`src/rtl/square_root_module.sv`:
```
// Multi-cycle significand square-root / inverse-square-root unit for the lampFPU.
// Bit-serial restoring sqrt (W cycles) optionally followed by restoring division 2^(2W-2)/root (W+1 cycles).
module square_root_module #(
  parameter int F_DW = 7
) (
  input  logic                    clk,
  input  logic                    rst,
  input  logic                    doSqrt_i,
  input  logic [F_DW:0]           s_i,
  input  logic                    is_exp_odd_i,
  input  logic                    invSqrt_i,
  input  logic                    special_case_i,
  output logic [2*(F_DW+1)-1:0]   res_o,
  output logic                    valid_o,
  output logic [2:0]              dbg_state_o
);

  localparam int W       = 2 * (F_DW + 1);
  localparam int RW      = 2 * W;
  localparam int RMW     = W + 2;
  localparam int CW      = $clog2(W + 1);
  localparam int SH_EVEN = RW - 2 - F_DW;
  localparam int SH_ODD  = RW - 1 - F_DW;

  localparam logic [CW-1:0]  SQRT_LAST    = CW'(W - 1);
  localparam logic [CW-1:0]  DIV_LAST     = CW'(W);
  // Dividend 2^(2W-2) pre-shifted by the W+1 quotient bits still to be produced.
  localparam logic [RMW-1:0] DIV_REM_INIT = RMW'(1) << (W - 3);
  // A divisor at or below this value yields a quotient of at least 2^(W+1).
  localparam logic [W-1:0]   DIV_SAT_LIM  = W'(1) << (W - 3);

  typedef enum logic [2:0] {
    S_IDLE = 3'd0,
    S_SPEC = 3'd1,
    S_SQRT = 3'd2,
    S_DIV  = 3'd3,
    S_DONE = 3'd4
  } state_t;

  state_t           state_q, state_d;
  logic [CW-1:0]    cnt_q,   cnt_d;
  logic [RW-1:0]    rad_q,   rad_d;
  logic [RMW-1:0]   rem_q,   rem_d;
  logic [W-1:0]     root_q,  root_d;
  logic [W:0]       quo_q,   quo_d;
  logic             inv_q,   inv_d;
  logic             spec_q,  spec_d;
  logic [W-1:0]     res_q,   res_d;
  logic             valid_q, valid_d;

  logic [RMW-1:0]   sq_sh;
  logic [RMW-1:0]   sq_trial;
  logic             sq_ge;
  logic [RMW-1:0]   dv_sh;
  logic [RMW-1:0]   dv_div;
  logic             dv_ge;
  logic             sat;

  always_comb begin
    state_d  = state_q;
    cnt_d    = cnt_q;
    rad_d    = rad_q;
    rem_d    = rem_q;
    root_d   = root_q;
    quo_d    = quo_q;
    inv_d    = inv_q;
    spec_d   = spec_q;
    res_d    = res_q;
    valid_d  = 1'b0;

    // Remainder never exceeds 2*root before the shift, so the dropped top bits are always zero.
    sq_sh    = RMW'({rem_q, rad_q[RW-1:RW-2]});
    sq_trial = {root_q, 2'b01};
    sq_ge    = (sq_sh >= sq_trial);

    dv_sh    = RMW'({rem_q, 1'b0});
    dv_div   = {2'b00, root_q};
    dv_ge    = (dv_sh >= dv_div);

    sat      = (root_q <= DIV_SAT_LIM) | quo_q[W];

    case (state_q)
      S_IDLE: begin
        if (doSqrt_i) begin
          inv_d  = invSqrt_i;
          spec_d = special_case_i;
          rad_d  = is_exp_odd_i ? ({{(RW-F_DW-1){1'b0}}, s_i} << SH_ODD)
                                : ({{(RW-F_DW-1){1'b0}}, s_i} << SH_EVEN);
          rem_d  = '0;
          root_d = '0;
          quo_d  = '0;
          cnt_d  = '0;
          state_d = special_case_i ? S_SPEC : S_SQRT;
        end
      end

      S_SPEC: begin
        state_d = S_DONE;
      end

      S_SQRT: begin
        rem_d  = sq_ge ? (sq_sh - sq_trial) : sq_sh;
        root_d = {root_q[W-2:0], sq_ge};
        rad_d  = rad_q << 2;
        cnt_d  = cnt_q + CW'(1);
        if (cnt_q == SQRT_LAST) begin
          cnt_d = '0;
          if (inv_q) begin
            state_d = S_DIV;
            rem_d   = DIV_REM_INIT;
          end else begin
            state_d = S_DONE;
          end
        end
      end

      S_DIV: begin
        rem_d = dv_ge ? (dv_sh - dv_div) : dv_sh;
        quo_d = {quo_q[W-1:0], dv_ge};
        cnt_d = cnt_q + CW'(1);
        if (cnt_q == DIV_LAST) begin
          cnt_d   = '0;
          state_d = S_DONE;
        end
      end

      S_DONE: begin
        valid_d = 1'b1;
        if (spec_q) begin
          res_d = '0;
        end else if (inv_q) begin
          res_d = sat ? '1 : quo_q[W-1:0];
        end else begin
          res_d = root_q;
        end
        state_d = S_IDLE;
      end

      default: begin
        state_d = S_IDLE;
      end
    endcase
  end

  always_ff @(posedge clk or negedge rst) begin
    if (!rst) begin
      state_q <= S_IDLE;
      cnt_q   <= '0;
      rad_q   <= '0;
      rem_q   <= '0;
      root_q  <= '0;
      quo_q   <= '0;
      inv_q   <= 1'b0;
      spec_q  <= 1'b0;
      res_q   <= '0;
      valid_q <= 1'b0;
    end else begin
      state_q <= state_d;
      cnt_q   <= cnt_d;
      rad_q   <= rad_d;
      rem_q   <= rem_d;
      root_q  <= root_d;
      quo_q   <= quo_d;
      inv_q   <= inv_d;
      spec_q  <= spec_d;
      res_q   <= res_d;
      valid_q <= valid_d;
    end
  end

  assign res_o       = res_q;
  assign valid_o     = valid_q;
  assign dbg_state_o = state_q;

endmodule

```
`config.mk`:
```
export PLATFORM = sky130hd
export DESIGN_NAME = square_root_module
export DESIGN_NICKNAME = d
export VERILOG_FILES = /design/src/rtl/square_root_module.sv
export SDC_FILE = /design/constraint.sdc
export NUM_CORES = 1
export LEC_CHECK = 0
export CORE_ASPECT_RATIO = 1.5
export CORE_MARGIN = 5
export CORE_UTILIZATION = 24
export DETAILED_ROUTE_END_ITERATION = 10
export PLACE_DENSITY = 0.45
export SLEW_MARGIN = 10
export SYNTH_ARGS = -nofsm -noshare
export SYNTH_HDL_FRONTEND = slang
export SYNTH_SLANG_ARGS = --single-unit
```
`constraint.sdc`:
```
create_clock -name clk -period 7 [get_ports clk]
set_clock_uncertainty 0.2 [all_clocks]
set_input_delay 1.4 -clock clk [delete_from_list [all_inputs] [get_ports clk]]
set_output_delay 1.4 -clock clk [all_outputs]
set_load 0.01 [all_outputs]
```
==> After elaboration in Yosys (flattened, before gate mapping) <==
Index checks and enable logic that the tools add are counted.
{ "op_classes": {"n_addsub": 3, "multipliers": 0, "div_mod_pow": 0, "n_lt_le_gt_ge": 3, "eq_ne": 9, "shift": 0, "muxes": 27, "n_bitwise": 1, "n_reduce_logical": 9} }
{ "op_table": {"columns": ["operator", "n"], "rows": [
  ["$mux W17", 6],
  ["$mux W16", 4],
  ["$mux W32", 2],
  ["$pmux W32 S2", 1],
  ["$pmux W17 S3", 1],
  ["$pmux W17 S2", 1],
  ["$pmux W16 S2", 1],
  ["$ge A18 B16 Y1", 1],
  ["$ge A18 B18 Y1", 1],
  ["$sub A17 B16 Y17", 1],
  ["$sub A17 B17 Y17", 1],
  ["$le A16 B14 Y1 const B", 1],
  ["$mux W5", 3],
  ["$pmux W5 S3", 1],
  ["$mux W3", 4],
  ["$pmux W3 S4", 1],
  ["$reduce_and A2 Y1", 4],
  ["$eq A3 B2 Y1 const B", 2],
  ["$ne A2 B2 Y1 const B", 3],
  ["$add A5 B1 Y5 const B", 1],
  ["$eq A5 B4 Y1 const B", 1],
  ["$eq A5 B5 Y1 const B", 1],
  ["$reduce_bool A2 Y1", 2],
  ["$eq A3 B1 Y1 const B", 1],
  ["7 further kinds", 7]
]} }
{ "word_totals": {"reg_bits": 109, "latchBits": 0, "ramBits": 0, "mem_bits_ro": 0, "out_inout_bits": 20, "elab_cells": 62, "n_memories": 0} }

==> Depth between registers and ports, before layout <==
Gate-level depths: netlist of the first run.
{ "logic_depth": {"ltp_word": 5, "ltp_mapped": 12, "mapped_depth_nobuf": 10} }

==> Least setup slack after synthesis of the first run <==
No wires, ideal clock.
{ "synth_path": {"path_kind": "reg2reg", "start": "reg root_q[0]", "end": "reg rem_q[16]", "t_arrival_ns": 2.576, "required_ns": 6.669, "path_slack_ns": 4.093, "stages_incl_launch_ff": 11, "n_path_buf": 0, "synth_period_minus_slack_ns": 2.907, "cell_sequence": "dfrtp_1 > inv_1 > fa_1 > a211oi_2 > o21ai_1 > a21o_2 > a21oi_4 > o21ai_2 > a221o_1 > and3_1 > or3_1"} }
{ "synth_between": {"elab_chain_cells": 5} }
{ "synth_rtl": {"columns": ["item", "line", "rtl"], "rows": [
  ["start: declaration", "44", "logic [W-1:0] root_q, root_d;"],
  ["start signal: assignment", "162", "root_q <= root_d;"],
  ["$sub A17 B17 Y17 / $ge A18 B18 Y1 (equally long branches)", "102, 74", null],
  ["$mux W17", "102", "rem_d = sq_ge ? (sq_sh - sq_trial) : sq_sh;"],
  ["$mux W17", "108", "if (inv_q) begin"],
  ["$mux W17", "106", "if (cnt_q == SQRT_LAST) begin"],
  ["$pmux W17 S3 (*)", "82", "case (state_q)"],
  ["end signal: assignment", "161", "rem_q <= rem_d;"],
  ["end: declaration", "43", "logic [RMW-1:0] rem_q, rem_d;"]
]} }
Every way passes the cells marked *; elsewhere a longest branch is shown, timed or not.
A chain may end at the register's enable or synchronous reset.

==> Final worst setup path of the first run <==
{ "layout_path": {"start": "reg root_q[0]", "end": "reg rem_q[10]"} }
The elaborated chain is that of the path after synthesis.

==> results of run 1 <==
cells in the mapped netlist (3+ instances only):
cell / count / area share, %
sky130_fd_sc_hd__or3_1: 5 / 0.55
sky130_fd_sc_hd__o41ai_1: 19 / 2.9
sky130_fd_sc_hd__o21bai_1: 6 / 0.78
sky130_fd_sc_hd__nand3_1: 40 / 3.5
sky130_fd_sc_hd__o21a_1: 7 / 0.92
sky130_fd_sc_hd__a22oi_1: 4 / 0.52
sky130_fd_sc_hd__mux2i_1: 11 / 1.9
sky130_fd_sc_hd__dfrtp_1: 86 / 38
sky130_fd_sc_hd__clkbuf_1: 23 / 1.5
sky130_fd_sc_hd__buf_4: 4 / 0.52
sky130_fd_sc_hd__and3_1: 3 / 0.33
sky130_fd_sc_hd__o221ai_1: 6 / 0.92
sky130_fd_sc_hd__nand2b_1: 7 / 0.76
sky130_fd_sc_hd__o21ai_0: 42 / 3.7
sky130_fd_sc_hd__o211ai_1: 5 / 0.65
sky130_fd_sc_hd__o21ai_1: 5 / 0.44
sky130_fd_sc_hd__ha_1: 38 / 8.3
sky130_fd_sc_hd__mux2_2: 10 / 2.0
sky130_fd_sc_hd__nor2b_1: 5 / 0.55
sky130_fd_sc_hd__nor3_1: 11 / 0.96
sky130_fd_sc_hd__nand2_1: 86 / 5.6
sky130_fd_sc_hd__xor2_1: 8 / 1.2
sky130_fd_sc_hd__nor2_1: 71 / 4.6
sky130_fd_sc_hd__a21oi_1: 35 / 3.1
sky130_fd_sc_hd__nor4_1: 3 / 0.33
sky130_fd_sc_hd__o22ai_1: 10 / 1.1
sky130_fd_sc_hd__a32oi_1: 3 / 0.46
sky130_fd_sc_hd__nand4_1: 6 / 0.65
sky130_fd_sc_hd__xnor2_1: 15 / 2.3
sky130_fd_sc_hd__a21o_1: 4 / 0.52
sky130_fd_sc_hd__inv_1: 37 / 2.4
sky130_fd_sc_hd__a211oi_1: 8 / 1.0
sky130_fd_sc_hd__buf_2: 4 / 0.35
registers in the layout, summed over array words and instances, names as in the netlist:
| signal | count |
|---|---|
| rem_q | 17 |
| quo_q | 17 |
| spec_q | 1 |
| cnt_q | 5 |
| root_q | 16 |
| valid_o | 1 |
| rad_q | 9 |
| dbg_state_o | 3 |
| res_o | 16 |
| inv_q | 1 |
routing by layer:
layer	up-vias	part of all wire [%]	wire [µm]	track usage, %
met2	73	51	8440	22.3
li1	2441	-	-	-
met1	2283	44	7220	14.7
met5	-	0	0	0
met4	0	2.4	387	4.63
met3	16	2.4	394	1.34
placed cells by master (no fill, tap or decap), drive strengths merged, types with 6 or more instances in the layout:
master         count
mux2              10
nand2             87
o41ai             20
a211oi            10
xnor2             15
ha                38
inv               39
o21a               7
nor3              12
clkbuf             9
mux2i             11
o22ai             10
o21ai             49
nand3             40
clkdlybuf4s50     32
o221ai             6
nor2              72
o21bai             6
a21oi             37
nand2b             7
dfrtp             86
nand4              6
buf               10
xor2               8
worst max-delay path by stage:
stage	from	endpoint	slack (ns)	cells past startpoint
6_report	root_q[0]$_DFFE_PN0P_	rem_q[10]$_DFFE_PN0P_	3.61	11
5_1_grt	root_q[9]$_DFFE_PN0P_	rem_q[10]$_DFFE_PN0P_	3.29	11
4_1_cts	root_q[0]$_DFFE_PN0P_	rem_q[10]$_DFFE_PN0P_	3.58	11
3_5_place_dp	doSqrt_i	rem_q[13]$_DFFE_PN0P_	3.28	7
3_3_place_gp	doSqrt_i	rem_q[13]$_DFFE_PN0P_	3.31	7
2_1_floorplan	root_q[0]$_DFFE_PN0P_	rem_q[16]$_DFFE_PN0P_	4.09	10
cells by family (layout without fill, tap and decap cells):
logic type               after synthesis  in the layout  synth area share [%]
adder cells (fa/ha/maj)               39             39                  8.64
multiplexers                          21             21                  3.88
XOR/XNOR                              23             23                  3.51
AO/OA/AOI/OAI                        183            183                  22.2
AND/OR/NAND/NOR                      246            246                  19.0
buffers and inverters                 71             95                  5.25
flip-flops                            86             86                  37.5
cell type report:
cell class              instances  area (µm²)
clock buffers                   9         225
multi-input cells             512        3290
repair buffers                 42         395
well taps                     319         399
fillers                      2549       17000
clock inverters                 7        95.1
inverters                      37         139
flip-flops and latches         86        2150
per-stage QoR:
stage | setup slack [ns] | area [µm²] | cells
2_1_floorplan | 4.09 | 5740 | 669
3_3_place_gp | 3.31 | 6380 | 996
3_5_place_dp | 3.28 | 6380 | 996
4_1_cts | 3.58 | 6700 | 1012
5_1_grt | 3.29 | 6700 | 1012
6_report | 3.61 | 6700 | 1012
worst reg2reg max path: stages (launching register included):
cell                       delay [ns]
sky130_fd_sc_hd__dfrtp_1         0.41
sky130_fd_sc_hd__inv_1           0.21
sky130_fd_sc_hd__ha_1            0.33
sky130_fd_sc_hd__nor2b_1         0.18
sky130_fd_sc_hd__o31a_1          0.31
sky130_fd_sc_hd__o21ai_2         0.22
sky130_fd_sc_hd__nand2_2         0.14
sky130_fd_sc_hd__a211oi_4        0.21
sky130_fd_sc_hd__buf_4           0.33
sky130_fd_sc_hd__mux2_2          0.38
sky130_fd_sc_hd__a222oi_1        0.21
sky130_fd_sc_hd__o21ai_0         0.13
==> summary.md, run 1 <==
### Clock tree
* **root buf cell** sky130_fd_sc_hd__clkbuf_16
* **setup repair bufs after CTS** 0
* **htree depth** 3
* **number of sinks on the clock net** 86
* **Resized Gates After CTS** 0
* **TritonCTS clock tree** built
* **clock-pin slew on the worst setup and hold paths** 0.06 ns
* **clock insertion delay at the later pin of the skew report** 0.34 ns
* **clock buffer count from CTS** 9
* **number of buffers between clock root and the deepest sink** 2
* **hold_buf cts** 0

### Min path
* **beginning of the worst hold path** res_o[9]$_DFFE_PN0P_
* **worst hold path class** reg2reg
* **worst hold path stage count** 2
* **worst-case hold path end point** res_o[9]$_DFFE_PN0P_

### Critical path
* **delay of the slowest cell on the worst path** 0.41 ns
* **number of cells on the worst reg-to-reg path** 11
* **worst reg2reg startpoint** root_q[0]$_DFFE_PN0P_
* **category of the most critical setup path** reg2reg
* **RR Endpoint** rem_q[10]$_DFFE_PN0P_
* **CP Data Required Time** 7.01 ns
* **slowest stage cell on the critical path** sky130_fd_sc_hd__dfrtp_1
* **family with the most delay on the worst path** compound AO/OA/AOI/OAI gates
* **cell breakdown of the critical path** inv_1 > ha_1 > nor2b_1 > o31a_1 > o21ai_2 > nand2_2 > a211oi_4 > buf_4 > mux2_2 > a222oi_1 > o21ai_0
* **slack of the worst reg-to-reg path** 3.61 ns
* **kind of start point of the critical path** register
* **maximum net fanout on the critical path** 29
* **data arrival time of the critical path** 3.40 ns
* **number of buffer and inverter stages on the critical path** 2
* **type of element capturing the critical path** register

### Die
* **Starting Density** 24.3%
* **Die Y-Extent** 199 µm
* **Core ar.** 0.0237 mm²
* **die boundary width** 136 µm
* **die footprint** 0.0272 mm²
* **top-level I/O count** 34
* **row count** 69

### GRT
* **vias in the first global route** 4849
* **grt total ovfl** 0
* **maximum number of pins on one net before global-route repair** 53
* **overall track demand over capacity in global routing** 12.3%
* **antenna violations before repair** 0
* **wire length of the first global-routing pass** 26400 µm

### Routing
* **number of DRC violations after detailed routing** 0
* **Routed WL** 16400 µm
* **count of nets left with antenna violations after detail routing** 0
* **router iterations before antenna repair** 5
* **via count normalized by instance count** 4.76
* **iteration-0 DRC count of the detailed router** 276
* **total via count in the routed design** 4813
* **final routed wire length divided by cell count** 16.2 µm

### Placed design
* **Detailed Place HPWL** 12300 µm
* **routability congestion estimate** 0.845
* **number of buffers added on ports** 33

### Timing
* **setup_tns** 0 ns
* **slew of the pin with the lowest slew margin** 1.09 ns
* **Final period util** 48.5%
* **final count of hold timing violations** 0
* **slew margin rel.** 27.0%
* **post-layout minimum cycle time** 3.39 ns
* **final setup violation count** 0
* **Hold Slack** 0.270 ns
* **achievable frequency** 0.295 GHz
* **number of max-slew violations in the final report** 0
* **RSZ-0062 raised after global routing** no

### Layout
* **synthesis-to-layout area growth** 16.7%
* **fraction of layout cells with a size suffix above 1** 7.65%
* **Antenna diodes** 0
* **fin nets** 741
* **post-route core utilization** 28.3%

### Job
* **number of max-capacitance violations reported** 0

### Synthesis
* **count of state elements after synthesis** 86
* **net count of the mapped netlist** 722
* **syn avg cell area** 8.58 µm²
* **post-synthesis cell type count** 64
* **cell area after technology mapping** 0.00574 mm²
* **leading register cell type out of synthesis** sky130_fd_sc_hd__dfrtp_1
* **cells after synthesis** 669
* **Syn. warnings** 0
* **number of synthesized flops with an enable pin** 0
* **portion of the post-synthesis area used by sequential elements** 37.5%
* **fraction of registers with async set or reset after synthesis** 100%

### Status
* **status** finished clean

Power of run 1 is not shown: default switching activity piles up to over one toggle a cycle in this logic, so the estimate is an artifact.
==> run 2: changes to the inputs <==
- clock period: 7 -> 3.3 ns (I/O delays scaled with it)
==> run 2 against run 1 <==
  * Core utilization is 0.68 points higher
  * Critical path depth increased by 1
  * Clock-buffer cell count up 3
  * Fmax up 9.5%
  * Final cell count rose by 2.2%
  * Global-route usage is 0.21 points higher
  * Setup slack worse by 3.4 ns
  * Cell area up 2.4%
  * Sequential share of layout area decreased by 0.76 points
  * First-iteration DRC count decreased by 53%
  * Critical endpoint is now rem_q[5]$_DFFE_PN0P_
  * Largest cell class unchanged
  * Highest routed layer unchanged
==> summary.md, run 2 (synthesis gave the netlist of run 1 again) <==
### Status
* **status** finished clean

### Die
* **die boundary width** 136 µm, unchanged
* **Core ar.** 0.0237 mm², unchanged
* **row count** 69, unchanged
* **Starting Density** 24.3%, unchanged
* **die footprint** 0.0272 mm², unchanged
* **Die Y-Extent** 199 µm, unchanged
* **top-level I/O count** 34, unchanged

### Routing
* **DRT met1 WL** 6930 µm, -3.9%
* **highest signal layer in the routed design** met4
* **met2 routed WL** 8590 µm, +1.8%
* **iteration-0 DRC count of the detailed router** 131, -53%
* **router iterations before antenna repair** 4, -1
* **count of nets left with antenna violations after detail routing** 0, unchanged
* **total via count in the routed design** 4897, +1.7%
* **number of DRC violations after detailed routing** 0, unchanged
* **Routed WL** 16500 µm, +0.33%
* **final routed wire length divided by cell count** 15.9 µm, -1.8%
* **via count normalized by instance count** 4.74, -0.42%
* **detailed route wirelength on metal3** 320 µm, -19%

### Clock tree
* **root buf cell** sky130_fd_sc_hd__clkbuf_16
* **number of buffers between clock root and the deepest sink** 2, unchanged
* **clock buffer count from CTS** 9, unchanged
* **htree depth** 3, unchanged
* **number of sinks on the clock net** 86, unchanged
* **clock-pin slew on the worst setup and hold paths** 0.06 ns, about the same
* **TritonCTS clock tree** built
* **clock insertion delay at the later pin of the skew report** 0.34 ns, about the same
* **setup repair bufs after CTS** 0, unchanged

### Job
* **number of max-capacitance violations reported** 0, unchanged

### GRT
* **antenna violations before repair** 0, unchanged
* **grt total ovfl** 0, unchanged
* **overall track demand over capacity in global routing** 12.5%, +0.21 points
* **wire length of the first global-routing pass** 26700 µm, +1.2%
* **vias in the first global route** 5005, +3.2%
* **maximum number of pins on one net before global-route repair** 50, -5.7%

### Layout
* **synthesis-to-layout area growth** 19.5%
* **most frequent cells in the layout** sky130_fd_sc_hd__nand2_1, sky130_fd_sc_hd__dfrtp_1, sky130_fd_sc_hd__nor2_1
* **Antenna diodes** 0, unchanged
* **final-layout fill cell count** 2572, +0.90%
* **largest registers** quo_q x17, rem_q x17
* **fin nets** 764, +3.1%
* **fraction of layout cells with a size suffix above 1** 10.3%, +2.7 points

### Critical path
* **category of the most critical setup path** reg2reg
* **Worst setup endpoint** rem_q[5]$_DFFE_PN0P_
* **kind of start point of the critical path** register
* **data arrival time of the critical path** 3.10 ns, -0.30 ns
* **launching element of the worst setup path** root_q[9]$_DFFE_PN0P_
* **slack of the worst reg-to-reg path** 0.20 ns, -3.41 ns
* **number of cells on the worst reg-to-reg path** 12, +1
* **RR Endpoint** rem_q[5]$_DFFE_PN0P_
* **maximum net fanout on the critical path** 17, -41%
* **worst reg2reg startpoint** root_q[9]$_DFFE_PN0P_
* **CP Data Required Time** 3.30 ns, -3.71 ns
* **type of element capturing the critical path** register

### Timing
* **Final period util** 93.9%, +45 points
* **slew of the pin with the lowest slew margin** 1.03 ns, -0.0586 ns
* **RSZ-0062 raised after global routing** no
* **final setup violation count** 0, unchanged
* **slew margin rel.** 30.9%, +3.9 points
* **setup_tns** 0 ns, unchanged
* **achievable frequency** 0.323 GHz, +9.5%
* **post-layout minimum cycle time** 3.10 ns, -0.293 ns
* **number of max-slew violations in the final report** 0, unchanged
* **final count of hold timing violations** 0, unchanged

### Placed design
* **Detailed Place HPWL** 12900 µm, +5.0%
* **number of buffers added on ports** 33, unchanged
* **routability congestion estimate** 0.828, -2.0%

### Min path
* **worst hold path stage count** 2, unchanged
* **worst hold path class** reg2reg

## run 2: per-stage QoR
step                hold slack, ns  worst slack, ns  instance area [µm²]  instances  utilization [%]
detailed placement           0.261            0.187                 6560       1018             27.7
global placement             0.261            0.189                 6560       1018             27.7
floorplan                    0.164            0.393                 5740        669                -
finish                       0.271            0.201                 6860       1034             29.0
global route                 0.298           0.0107                 6860       1034             29.0
CTS                          0.276            0.154                 6850       1034             28.9
## run 2: critical path, cell delays in order, from the launching register on
cell and delay [ns]:
sky130_fd_sc_hd__dfrtp_1 0.39, sky130_fd_sc_hd__inv_1 0.10, sky130_fd_sc_hd__ha_1 0.36, sky130_fd_sc_hd__a211oi_1 0.23, sky130_fd_sc_hd__nor2_1 0.10, sky130_fd_sc_hd__o41ai_1 0.31
sky130_fd_sc_hd__o22ai_1 0.20, sky130_fd_sc_hd__a211oi_4 0.27, sky130_fd_sc_hd__buf_4 0.23, sky130_fd_sc_hd__buf_4 0.24, sky130_fd_sc_hd__nor2_1 0.07, sky130_fd_sc_hd__a21oi_1 0.12
sky130_fd_sc_hd__o221ai_1 0.12
## run 2: what timing repair did
| item | in CTS | in global routing |
|---|---|---|
| resized for setup | 0 | 3 |
| endpoints found under the setup margin | 0 | 1 |
| hold endpoints to repair | 14 | 0 |
| hold buffers | 1 | 0 |
## run 2: worst min path at each step
| stage | from | endpoint | slack (ns) |
|---|---|---|---|
| 2_1_floorplan | rst | cnt_q[0]$_DFFE_PN0P_ | 0.16 |
| 4_1_cts | res_o[7]$_DFFE_PN0P_ | res_o[7]$_DFFE_PN0P_ | 0.28 |
| 3_3_place_gp | res_o[6]$_DFFE_PN0P_ | res_o[6]$_DFFE_PN0P_ | 0.26 |
| 3_5_place_dp | res_o[2]$_DFFE_PN0P_ | res_o[2]$_DFFE_PN0P_ | 0.26 |
| 6_report | res_o[7]$_DFFE_PN0P_ | res_o[7]$_DFFE_PN0P_ | 0.27 |
| 5_1_grt | res_o[13]$_DFFE_PN0P_ | res_o[13]$_DFFE_PN0P_ | 0.30 |
## run 2: layer usage
| metal | global-route usage (%) | up-vias |
|---|---|---|
| met3 | 1.76 | 25 |
| met4 | 6.24 | 0 |
| met5 | 0 | - |
| met2 | 22.3 | 60 |
| li1 | - | 2487 |
| met1 | 14.5 | 2325 |
## run 2: final cells by class
cell class | count | area [µm²] | area share [%]
Tap cell | 319 | 399 | 5.82
Multi-Input combinational cell | 512 | 3300 | 48.2
Inverter | 37 | 139 | 2.02
Clock buffer | 12 | 236 | 3.45
Sequential cell | 86 | 2150 | 31.4
Clock inverter | 3 | 46.3 | 0.675
Timing Repair Buffer | 65 | 583 | 8.50
Power of run 2 is left out for the same reason.
==> run 3: changes to the inputs <==
--- a/constraint.sdc
+++ b/constraint.sdc
@@ -4,2 +4,2 @@
 set_output_delay 0.66 -clock clk [all_outputs]
-set_load 0.01 [all_outputs]
+set_load 0.02 [all_outputs]
==> results of run 3 <==
Final layout, timing and power as in run 2 (identical DEF).
Power of run 3 is left out for the same reason.
